**src/rtl/lsu_ctrl.sv**
```systemverilog
// Load/store unit controller between the EXU/WBU pipeline and a single-port data-memory bus.
// Allows one outstanding access. Builds byte enables and lane-shifted store data, and
// aligns plus sign- or zero-extends load data. Misaligned or illegal accesses and bus
// timeouts are reported in rsp_err rather than issued or left hanging.
// Optional build macro LSU_TRACE_EN: adds a 64-bit cycle counter and prints one line per
// response handshake.
module lsu_ctrl #(
   parameter int unsigned XLEN    = 64,
   parameter int unsigned AW      = 64,
   parameter int unsigned TIMEOUT = 255
) (
   input  logic              clk,
   input  logic              rst,
   input  logic              req_valid,
   output logic              req_ready,
   input  logic [AW-1:0]     req_addr,
   input  logic [2:0]        req_type,
   input  logic              req_wen,
   input  logic [XLEN-1:0]   req_wdata,
   output logic              rsp_valid,
   input  logic              rsp_ready,
   output logic [XLEN-1:0]   rsp_rdata,
   output logic [1:0]        rsp_err,
   output logic              mem_req_valid,
   input  logic              mem_req_ready,
   output logic [AW-1:0]     mem_addr,
   output logic              mem_wen,
   output logic [XLEN-1:0]   mem_wdata,
   output logic [XLEN/8-1:0] mem_wmask,
   input  logic              mem_rsp_valid,
   input  logic [XLEN-1:0]   mem_rsp_rdata
);

   localparam int unsigned NB = XLEN / 8;
   localparam int unsigned OW = $clog2(NB);
   localparam int unsigned SW = $clog2(XLEN);
   // The counter only has to reach TIMEOUT-1; the threshold fires on the following edge.
   localparam int unsigned CW = (TIMEOUT > 1) ? $clog2(TIMEOUT) : 1;

   typedef enum logic [1:0] {StIdle, StReq, StWait, StResp} state_e;

   state_e          state;
   logic [CW-1:0]   cnt;
   logic [OW-1:0]   off_q;
   logic [1:0]      size_q;
   logic            uns_q;

   logic [OW-1:0]   req_off;
   logic [1:0]      req_size;
   logic [3:0]      align_mask;
   logic            req_bad;
   logic [NB-1:0]   lane_bits;
   logic [NB-1:0]   req_mask;
   logic [XLEN-1:0] req_wdata_sh;

   logic [XLEN-1:0] load_sh;
   int unsigned     load_bits;
   logic [SW-1:0]   sign_idx;
   logic            sign_bit;
   logic [XLEN-1:0] load_data;

   // Request decode: lane offset, byte enables, lane-shifted store data and legality.
   always_comb begin
      req_off    = req_addr[OW-1:0];
      req_size   = req_type[1:0];
      align_mask = (4'd1 << req_size) - 4'd1;
      req_bad    = (|(req_addr[2:0] & align_mask[2:0])) || ((XLEN == 32) && (req_size == 2'd3));
      lane_bits  = '0;
      unique case (req_size)
         2'd0:    lane_bits = NB'(8'h01);
         2'd1:    lane_bits = NB'(8'h03);
         2'd2:    lane_bits = NB'(8'h0F);
         default: lane_bits = NB'(8'hFF);
      endcase
      req_mask     = lane_bits << req_off;
      req_wdata_sh = req_wdata << {req_off, 3'b000};
   end

   // Load alignment: shift the addressed lanes down, then sign- or zero-extend the slice.
   always_comb begin
      load_sh   = mem_rsp_rdata >> {off_q, 3'b000};
      load_bits = 32'd8 << size_q;
      if (load_bits > XLEN) begin
         load_bits = XLEN;
      end
      sign_idx  = SW'(load_bits - 32'd1);
      sign_bit  = load_sh[sign_idx] & ~uns_q;
      load_data = '0;
      for (int unsigned i = 0; i < XLEN; i++) begin
         load_data[i] = (i < load_bits) ? load_sh[i] : sign_bit;
      end
   end

   // Access FSM; every port output is a register updated here.
   always_ff @(posedge clk or negedge rst) begin
      if (!rst) begin
         state         <= StIdle;
         cnt           <= '0;
         off_q         <= '0;
         size_q        <= '0;
         uns_q         <= 1'b0;
         req_ready     <= 1'b0;
         rsp_valid     <= 1'b0;
         rsp_rdata     <= '0;
         rsp_err       <= 2'b00;
         mem_req_valid <= 1'b0;
         mem_addr      <= '0;
         mem_wen       <= 1'b0;
         mem_wdata     <= '0;
         mem_wmask     <= '0;
      end else begin
         unique case (state)
            StIdle: begin
               req_ready <= 1'b1;
               if (req_valid && req_ready) begin
                  req_ready <= 1'b0;
                  off_q     <= req_off;
                  size_q    <= req_size;
                  uns_q     <= req_type[2];
                  mem_wen   <= req_wen;
                  mem_addr  <= {req_addr[AW-1:OW], {OW{1'b0}}};
                  mem_wdata <= req_wdata_sh;
                  mem_wmask <= req_mask;
                  if (req_bad) begin
                     rsp_valid <= 1'b1;
                     rsp_err   <= 2'b01;
                     rsp_rdata <= '0;
                     state     <= StResp;
                  end else begin
                     mem_req_valid <= 1'b1;
                     state         <= StReq;
                  end
               end
            end
            StReq: begin
               if (mem_req_ready) begin
                  mem_req_valid <= 1'b0;
                  cnt           <= '0;
                  state         <= StWait;
               end
            end
            StWait: begin
               // A response arriving on the threshold cycle takes priority over the timeout.
               if (mem_rsp_valid) begin
                  rsp_valid <= 1'b1;
                  rsp_err   <= 2'b00;
                  rsp_rdata <= mem_wen ? '0 : load_data;
                  state     <= StResp;
               end else if ((TIMEOUT != 0) && (cnt == CW'(TIMEOUT - 1))) begin
                  rsp_valid <= 1'b1;
                  rsp_err   <= 2'b10;
                  rsp_rdata <= '0;
                  state     <= StResp;
               end else begin
                  cnt <= cnt + 1'b1;
               end
            end
            StResp: begin
               // Returning to idle with req_ready set forbids a same-cycle new request.
               if (rsp_ready) begin
                  rsp_valid <= 1'b0;
                  req_ready <= 1'b1;
                  state     <= StIdle;
               end
            end
            default: state <= StIdle;
         endcase
      end
   end

`ifdef LSU_TRACE_EN
   logic [63:0] cycle_cnt;

   // Free-running cycle counter for trace timestamps.
   always_ff @(posedge clk or negedge rst) begin
      if (!rst) begin
         cycle_cnt <= '0;
      end else begin
         cycle_cnt <= cycle_cnt + 64'd1;
      end
   end

   // Print one line per completed response.
   always_ff @(posedge clk) begin
      if (rst && rsp_valid && rsp_ready) begin
         $display("[LSU] cyc=%0d %s addr=0x%0h size=%0d mask=0x%0h data=0x%0h err=%0d",
                  cycle_cnt, mem_wen ? "ST" : "LD", mem_addr + AW'(off_q), size_q,
                  mem_wmask, mem_wen ? mem_wdata : rsp_rdata, rsp_err);
      end
   end
`endif

endmodule

```
**config.mk**
```make
export PLATFORM = sky130hd
export DESIGN_NAME = lsu_ctrl
export DESIGN_NICKNAME = d
export VERILOG_FILES = /design/src/rtl/lsu_ctrl.sv
export SDC_FILE = /design/constraint.sdc
export NUM_CORES = 1
export LEC_CHECK = 0
export CAP_MARGIN = 20
export CORE_MARGIN = 2
export CORE_UTILIZATION = 50
export CTS_CLUSTER_SIZE = 12
export DETAILED_ROUTE_END_ITERATION = 7
export PLACE_DENSITY = 0.91
export SLEW_MARGIN = 20
export SYNTH_ARGS = -nofsm -noshare
export SYNTH_HDL_FRONTEND = slang
export SYNTH_SLANG_ARGS = --single-unit
```
**constraint.sdc**
```tcl
create_clock -name clk -period 4.8 [get_ports clk]
set_input_delay 0.48 -clock clk [delete_from_list [all_inputs] [get_ports clk]]
set_output_delay 0.48 -clock clk [all_outputs]
set_load 0.02 [all_outputs]
```
==> flow_summary.yaml, run 1 <==
clocking:
  cts_root_buf: "clkbuf_16"
  htree_levels: 1
  cts_sinks: 219
  cts-buffers-inserted: 24
  cts.clk_slew.worst_paths_ns: 0.06
  cts_resized: 0
  cts_tree: "done"
  clk_latency_ns: 0.52
  cts_max_path_buffers: 3
timing:
  fmax_mhz: 342
  slew_headroom: 0.293
  whs_ns: 0.481
  rsz0062_at_grt: "false"
  fin_crit_sh: 0.610
  drv_slew: 0
  post-route-min-period_ns: 2.93
  fin_worst_skew_ns: 0.0136
  setup_viol: 0
  hold_viol: 0
  fin_tns_setup_ns: 0
  worst_pin_slew_ns: 1.06
power_and_ir_drop:
  p_total_mw: 10.9
  p_per_area_mw_per_mm2: 636
  power_leakage_nw: 7.23
  vdd_ir_drop_max_mv: 0.420
placement:
  port_buffers: 404
  place_inst: 1807
  dpl_cell_area_sq_mm: 0.0163
  gp_congestion: 0.953
  dp_hpwl_um: 30800
global_routing:
  grt_max_degree: 135
  antenna_found_initial: 4
  overflow: 0
  grt_pass1_vias: 11809
  grt_usage: 0.331
  grt_pass1_wl_um: 67200
critical_path:
  worst_setup_path_end_kind: "register"
  crit_slowest_cell: "or3_2"
  critPathMaxStageDelay_ns: 0.83
  critPathBufInv: 2
  worstPathRequired_ns: 5.19
  crit_type: "input pin to register"
  worstPathArrival_ns: 3.32
  start_kind: "input pin"
  path_max_fanout: 41
  cp_top_family: "buffers and inverters"
  cp_cell_sequence: "clkdlybuf4s50_1, a21oi_1, o31a_1, or3_2, buf_4, a211o_1"
floorplan:
  dieArea_sq_mm: 0.0255
  initial_utilization: 0.514
  fp.dieW_um: 160
  core_area_sq_mm: 0.0236
  fp-row-count: 56
  die_h_um: 160
  io_pins: 408
cells_and_area:
  drive_above_1_share: 0.124
  stdcell_area_sq_mm: 0.0171
  final-instance-count-excl-fill: 1852
  final_nets: 1724
  synthToLayoutAreaGrowth_pct: 40.9
min_path:
  min_path_type: "register to register"
synth:
  ys_types: 60
  yosysWarnings: 0
  syn_area_sq_mm: 0.0121
  postSynth.asyncResetShare: 1.00
  synth_seq_cells: 219
  avgSynthCellArea_sq_um: 10.4
  seq_area_frac_synth: 0.452
  synth-main-ff-cell: "dfrtp_1"
  synth_edf_count: 0
  synthCells: 1171
routing:
  ant_nets: 0
  via_per_inst: 6.26
  vias: 11597
  drtIter0Drc: 1045
  route.detailed.drc: 0
  wl_um: 43300
  dr.pass1.iters: 5
  wl_per_cell_um: 23.4
outcome:
  outcome: "completed"
flow_run:
  drv_cap: 0
[area by class of cell]
cell class	count	area, sq um
antenna	3	7.51
clock buffer	34	679
clock inverter	6	108
fill	1594	6520
inverter	9	33.8
multi-input combinational	841	6190
sequential	219	5490
tap	319	399
timing repair buffer	421	4180
[metrics by stage]
step           setup slack [ns]   util
3_5_place_dp               1.42  0.688
4_1_cts                    1.73  0.722
5_1_grt                    1.63  0.724
6_report                   1.87  0.724
2_1_floorplan              2.66      -
3_3_place_gp               1.55  0.688
[synthesized netlist by cell type, types with 3 or more instances]
master,count,share of area
buf_1,8,0.0025
ha_1,6,0.0062
mux2_2,91,0.084
a221o_1,3,0.0025
o22a_1,8,0.0058
a211oi_1,17,0.011
a22oi_1,15,0.0093
nand4_1,3,0.0015
nor2_1,34,0.011
mux2i_1,93,0.077
buf_4,5,0.0031
dfrtp_1,219,0.45
nor4_1,7,0.0036
mux4_2,24,0.045
clkbuf_1,59,0.018
or2_2,3,0.0015
a32oi_1,7,0.0051
o311ai_2,4,0.0054
inv_1,8,0.0025
or3_1,3,0.0015
nand3b_1,3,0.0019
o21a_1,8,0.0050
nor3_1,8,0.0033
buf_2,31,0.013
o211ai_1,34,0.021
o311ai_0,4,0.0029
o31ai_1,4,0.0025
a21oi_1,27,0.011
a22o_1,32,0.023
nand3_1,24,0.0099
nor2b_1,19,0.0098
and2_1,9,0.0046
o21ai_0,103,0.043
a211o_1,24,0.017
nand2_1,184,0.057
a2bb2oi_1,7,0.0051
nand2b_1,6,0.0031
[tightest hold or removal path, stage by stage (launching register included)]
cell,delay (ns)
dfrtp_1,0.34
nand2_1,0.05
o21ai_0,0.06
[cells by family (layout without fill, tap and decap cells)]
family | count (synthesis) | in the layout | synth area share
flops | 219 | 219 | 0.452
other cells | 1 | 6 | 0.000309
buf+inv | 113 | 470 | 0.0403
xor+xnor | 4 | 4 | 0.00289
compound gates | 311 | 311 | 0.180
mux | 208 | 208 | 0.206
fa+ha+maj | 6 | 6 | 0.00619
simple gates | 309 | 309 | 0.113
[metal layers]
| layer | up-vias | wire length (um) | GRT usage | share of wire |
|---|---|---|---|---|
| met1 | 5640 | 15200 | 0.390 | 0.35 |
| met3 | 175 | 4770 | 0.0984 | 0.11 |
| met5 | - | 13 | 0 | 0.00030 |
| li1 | 4988 | - | - | - |
| met4 | 2 | 2730 | 0.178 | 0.063 |
| met2 | 792 | 20500 | 0.548 | 0.47 |
[power by group]
part	leakage, nW	switching, mW	internal, mW
sequential	2.83	0.724	2.60
clock	0.381	0.751	1.14
combinational	4.03	3.06	2.60
total	7.23	4.54	6.34
[cells in the final DEF, fill, tap and decap left out, types with 4 or more instances in the layout]
master / n
nand2b_1: 6
o311ai_0: 4
nand3_1: 23
nor2_1: 33
o311ai_2: 4
mux2_2: 91
nand2_1: 184
dfrtp_1: 217
o211ai_1: 34
buf_4: 15
a32oi_1: 7
clkbuf_16: 25
a21oi_1: 27
nor4_1: 7
a211o_1: 24
a2bb2oi_1: 7
o22a_1: 8
clkdlybuf4s50_1: 400
nor3_1: 6
clkbuf_1: 7
a211oi_1: 17
mux4_2: 24
inv_1: 8
a22o_1: 32
mux2i_1: 93
and2_1: 9
o31ai_1: 4
nor2b_1: 19
o21a_1: 7
o21ai_0: 103
ha_1: 6
a22oi_1: 15
[flip-flops by register name (all words and copies together), names as in the netlist]
signal,cells
uns_q,1
mem_addr,61
size_q,2
rsp_err,2
mem_wen,1
mem_wmask,8
rsp_rdata,64
off_q,3
rsp_valid,1
cnt,8
mem_wdata,64
state,2
mem_req_valid,1
req_ready,1
[what timing repair did]
| item | CTS | global route |
|---|---|---|
| endpoints found under the hold margin | 0 | 61 |
| hold buffers | 0 | 1 |
| buffers inserted | 0 | 0 |
| endpoints found under the setup margin | 0 | 0 |
[worst paths after layout]
path / startpoint / endpoint / slack [ns] / cells past startpoint
setup / recovery: req_type[1] / rsp_rdata[25] / 1.87 / 6
hold / removal: mem_wmask[5] / mem_wmask[5] / 0.48 / 2
setup reg to reg: state[1] / rsp_rdata[58] / 1.89 / 7
hold reg to reg: mem_wmask[5] / mem_wmask[5] / 0.48 / 2
max in group asynchronous: rst / rsp_rdata[56] / 2.89 / 4
min in group asynchronous: rst / cnt[4] / 0.53 / 2
Power figures use the tool's default switching activity.
==> inputs of run 2 (changes only) <==
- CORE_UTILIZATION: 50 -> 42
- PLACE_DENSITY: 0.91 -> 0.82
- clock period: 4.8 -> 2.4 ns (I/O delays scaled with it)
==> run 2 against run 1 <==
Clock power grew 120%; register-to-register slack lost 1.8 ns; die area grew 19%; via count shrank 1.3%; global-route usage shrank 5.5 points; final area grew 4.4%; clock skew grew 0.0032 ns; combinational power grew 110%; first-iteration DRC count grew 6.5%; worst setup slack lost 1.8 ns; sequential share of layout area shrank 1.4 points; power grew 110%; critical path type is now register to register.
==> flow_summary.yaml, run 2 (synthesis results as in run 1) <==
outcome:
  outcome: "completed"
clocking:
  cts.clk_slew.worst_paths_ns: 0.06
  cts-buffers-inserted: 25
  htree_levels: 1
  cts_tree: "done"
  cts_setup_buffers: 0
  clk_latency_ns: 0.52
  cts_max_path_buffers: 3
  cts_root_buf: "clkbuf_16"
  cts_sinks: 219
floorplan:
  dieArea_sq_mm: 0.0303
  fp.dieW_um: 174
  die_h_um: 174
  initial_utilization: 0.425
  fp-row-count: 62
  io_pins: 408
  core_area_sq_mm: 0.0285
critical_path:
  critPathMaxStageDelay_ns: 0.53
  worst_setup_path_end_kind: "register"
  critPathBufInv: 2
  start_kind: "register"
  cp.depth: 7
  path_max_fanout: 36
  crit_slowest_cell: "dfrtp_1"
  cp_cell_sequence: "buf_12, mux2i_1, o32ai_1, nor2_1, o21a_2, buf_4, o211ai_1"
  worstPathRequired_ns: 2.82
  reg2reg_depth: 7
  crit_type: "register to register"
  worstPathArrival_ns: 2.70
  cp_top_family: "compound AO/OA/AOI/OAI gates"
cells_and_area:
  final_common_cell: "clkdlybuf4s50_1"
  final_nets: 1784
  stdcell_area_sq_mm: 0.0178
  mostFrequentLayoutCells: "clkdlybuf4s50_1 (400), dfrtp_1 (217), nand2_1 (184)"
  drive_above_1_share: 0.158
  reg_top3: "mem_wdata (64), rsp_rdata (64), mem_addr (61)"
  synthToLayoutAreaGrowth_pct: 47.2
placement:
  port_buffers: 404
  gp_congestion: 0.958
  pre_cts_ws_ns: -0.0451
  dpl_cell_area_sq_mm: 0.0169
  dp_hpwl_um: 32300
timing:
  setup_viol: 0
  worst_slack_ns: 0.115
  worst_pin_slew_ns: 0.712
  fin_crit_sh: 0.952
  post-route-min-period_ns: 2.28
  drv_slew: 0
  fmax_mhz: 438
  rsz0062_at_grt: "false"
  slew_headroom: 0.524
  hold_viol: 0
  fin_worst_skew_ns: 0.0168
routing:
  via_per_inst: 5.78
  dr.pass1.iters: 6
  wl_per_cell_um: 21.6
  route.detailed.drc: 0
  wl_um: 42700
  drtIter0Drc: 1113
  ant_nets: 0
  vias: 11442
power_and_ir_drop:
  vdd_ir_drop_max_mv: 0.834
  power_leakage_nw: 7.63
  p_per_area_mw_per_mm2: 1270
global_routing:
  grt_pass1_vias: 11630
  grt_pass1_wl_um: 66000
  grt_usage: 0.276
  grt_max_degree: 84
  antenna_found_initial: 3
  overflow: 0
flow_run:
  drv_cap: 0
min_path:
  min_path_type: "input pin to asynchronous set/reset pin"
run 2: what timing repair did:
item / CTS / global route
hold buffers: 1 / 0
hold endpoints to repair: 77 / 0
resized for setup: 0 / 3
endpoints found under the setup margin: 0 / 3
run 2: cell type report:
type,instances,area [sq um]
Antenna cell,2,5.00
Clock buffer,39,768
Clock inverter,6,130
Fill cell,2317,10700
Inverter,9,33.8
Multi-Input combinational cell,841,6190
Sequential cell,219,5490
Tap cell,384,480
Timing Repair Buffer,480,4760
run 2: worst paths after layout:
| path | to | from | slack, ns |
|---|---|---|---|
| max | rsp_rdata[40] | off_q[2] | 0.12 |
| min | rsp_rdata[43] | rst | 0.32 |
| min in group clk | mem_addr[38] | req_addr[38] | 0.33 |
| max reg2reg | rsp_rdata[40] | off_q[2] | 0.12 |
| min reg2reg | mem_wdata[13] | mem_wdata[13] | 0.48 |
| max in group asynchronous | mem_wdata[29] | rst | 1.26 |
run 2: metal layers:
layer / up-vias / track usage / part of all wire
met4: 2 / 0.117 / 0.049
met2: 608 / 0.470 / 0.48
met5: - / 0 / 0.00040
li1: 5105 / - / -
met1: 5605 / 0.330 / 0.37
met3: 122 / 0.0770 / 0.099
run 2: where the power goes:
group / internal (mW) / switching (mW) / leakage [nW]
combinational: 5.71 / 6.43 / 4.36
clock: 2.61 / 1.52 / 0.443
sequential: 5.21 / 1.16 / 2.83
run 2: stage by stage:
step                      instances  hold slack [ns]  utilization  power (mW)  setup TNS (ns)
after floorplan                1173          -0.0556            -        12.8               0
after global placement         1932            0.299        0.593        18.2               0
after detailed placement       1932            0.308        0.593        18.4          -0.157
after CTS                      1978            0.309        0.625        22.7               0
after global routing           1980            0.316        0.625        23.8               0
final                          1980            0.322        0.625        22.6               0
run 2: worst reg2reg max path, cell delays in order (launching register included):
cell and delay [ns]:
dfrtp_1 0.53, buf_12 0.25, mux2i_1 0.16, o32ai_1 0.41, nor2_1 0.12, o21a_2 0.32, buf_4 0.22, o211ai_1 0.19
==> inputs of run 3 (changes only) <==
- ABC_CLOCK_PERIOD_IN_PS: not set -> 2400
- MAX_ROUTING_LAYER: not set -> met4
==> run 3 against run 2 <==
Clock skew fell by 0.0064 ns; combinational power barely moved; die area did not move.
==> flow_summary.yaml, run 3 (synthesis results as in run 1) <==
placement:
  dp_hpwl_um: 32200
  port_buffers: 404
  pre_cts_ws_ns: -0.0319
  place_inst: 1932
  gp_congestion: 0.964
  dpl_cell_area_sq_mm: 0.0169
clocking:
  cts.clk_slew.worst_paths_ns: 0.06
  htree_levels: 1
  clk_latency_ns: 0.53
  cts_root_buf: "clkbuf_16"
  cts_tree: "done"
  cts-buffers-inserted: 26
  cts_max_path_buffers: 3
  cts_setup_buffers: 0
  cts_sinks: 219
routing:
  vias: 11348
  ant_nets: 0
  dr.max_layer_used: "met4"
  wl_met2_um: 20600
  wl_um: 42300
  wl_met1_um: 16300
  drtIter0Drc: 1186
  route.detailed.drc: 0
  via_per_inst: 5.72
  dr.pass1.iters: 5
  met3WireLength_um: 3520
  wl_per_cell_um: 21.3
timing:
  fin_crit_sh: 0.936
  rsz0062_at_grt: "false"
  setup_viol: 0
  fin_worst_skew_ns: 0.0104
  drv_slew: 0
  hold_viol: 0
  post-route-min-period_ns: 2.25
  fmax_mhz: 445
  worst_pin_slew_ns: 0.697
  slew_headroom: 0.534
  worst_slack_ns: 0.153
  fin_tns_setup_ns: 0
  whs_ns: 0.285
outcome:
  outcome: "completed"
critical_path:
  worstPathArrival_ns: 2.70
  start_kind: "register"
  worst_setup_path_end_kind: "register"
  cp_top_family: "simple AND/OR/NAND/NOR gates"
  cp.depth: 7
  worstPathRequired_ns: 2.85
  cp_cell_sequence: "inv_1, ha_1, buf_4, nand3b_1, or2_2, nor2b_1, a22o_1"
  path_max_fanout: 7
  reg2reg_depth: 7
  crit_type: "register to register"
  worstReg2RegEnd: "rsp_rdata[13]"
  worstReg2RegStart: "state[0]"
  critPathMaxStageDelay_ns: 0.56
  crit_slowest_cell: "nor2b_1"
  ff2ff_setup_slack_ns: 0.15
  critPathBufInv: 2
floorplan:
  core_area_sq_mm: 0.0285
  die_h_um: 174
  dieArea_sq_mm: 0.0303
  initial_utilization: 0.425
  fp-row-count: 62
  fp.dieW_um: 174
  io_pins: 408
power_and_ir_drop:
  p_per_area_mw_per_mm2: 1260
  p_total_mw: 22.5
  power_leakage_nw: 7.60
  vdd_ir_drop_max_mv: 0.869
cells_and_area:
  drive_above_1_share: 0.159
  final-instance-count-excl-fill: 1984
  reg_top3: "mem_wdata (64), rsp_rdata (64), mem_addr (61)"
  mostFrequentLayoutCells: "clkdlybuf4s50_1 (400), dfrtp_1 (217), nand2_1 (184)"
  stdcell_area_sq_mm: 0.0178
  seq_area_sq_mm: 0.00549
  final_nets: 1785
  synthToLayoutAreaGrowth_pct: 46.9
  final_common_cell: "clkdlybuf4s50_1"
  multi_input_area_sq_mm: 0.00619
  fin_util: 0.624
  nFillCells: 2341
min_path:
  min_path_type: "input pin to asynchronous set/reset pin"
global_routing:
  grt_pass1_vias: 11513
  grt_usage: 0.284
  antenna_found_initial: 4
  overflow: 0
  grt_max_degree: 82
  grt_pass1_wl_um: 66100
flow_run:
  drv_cap: 0
run 3: cell types whose count changed in the layout (fill, tap and decap cells not counted), sizes merged:
cell | before | now
diode | 2 | 4
clkbuf | 39 | 38
bufinv | 4 | 2
clkinv | 3 | 5
clkinvlp | 0 | 3
run 3: power breakdown:
part / switching (mW) / total [mW] / leakage, nW / internal [mW]
clock network: 1.60 / 4.03 / 0.421 / 2.43
registers: 1.14 / 6.34 / 2.83 / 5.21
logic: 6.40 / 12.1 / 4.35 / 5.68
total: 9.14 / 22.5 / 7.60 / 13.3
run 3: layout make-up:
| type | instances | area share |
|---|---|---|
| sequential | 219 | 0.308 |
| multi-input combinational | 841 | 0.348 |
| timing repair buffer | 480 | 0.266 |
| antenna | 4 | 0.000562 |
| inverter | 9 | 0.00190 |
| clock inverter | 9 | 0.00618 |
| tap | 384 | 0.0270 |
| clock buffer | 38 | 0.0431 |
run 3: metal layers:
layer / GRT usage / vias up
met3: 0.0593 / 96
met2: 0.464 / 576
met5: - / -
li1: - / 5127
met4: 0.105 / 0
met1: 0.348 / 5549
run 3: how the worst max path moves through the flow:
| stage | startpoint | endpoint | slack [ns] |
|---|---|---|---|
| after floorplan | state[0] | mem_addr[57] | 0.32 |
| after global placement | req_type[1] | rsp_rdata[63] | 0.02 |
| after detailed placement | mem_rsp_rdata[31] | rsp_rdata[30] | -0.03 |
| after CTS | off_q[2] | rsp_rdata[34] | 0.15 |
| after global routing | state[0] | rsp_rdata[13] | 0.01 |
| final | state[0] | rsp_rdata[13] | 0.15 |
run 3: repair_timing:
item / in CTS / in global routing
hold buffers: 1 / 0
setup endpoints to repair: 0 / 2
gates resized for setup: 0 / 1
hold endpoints to repair: 68 / 0
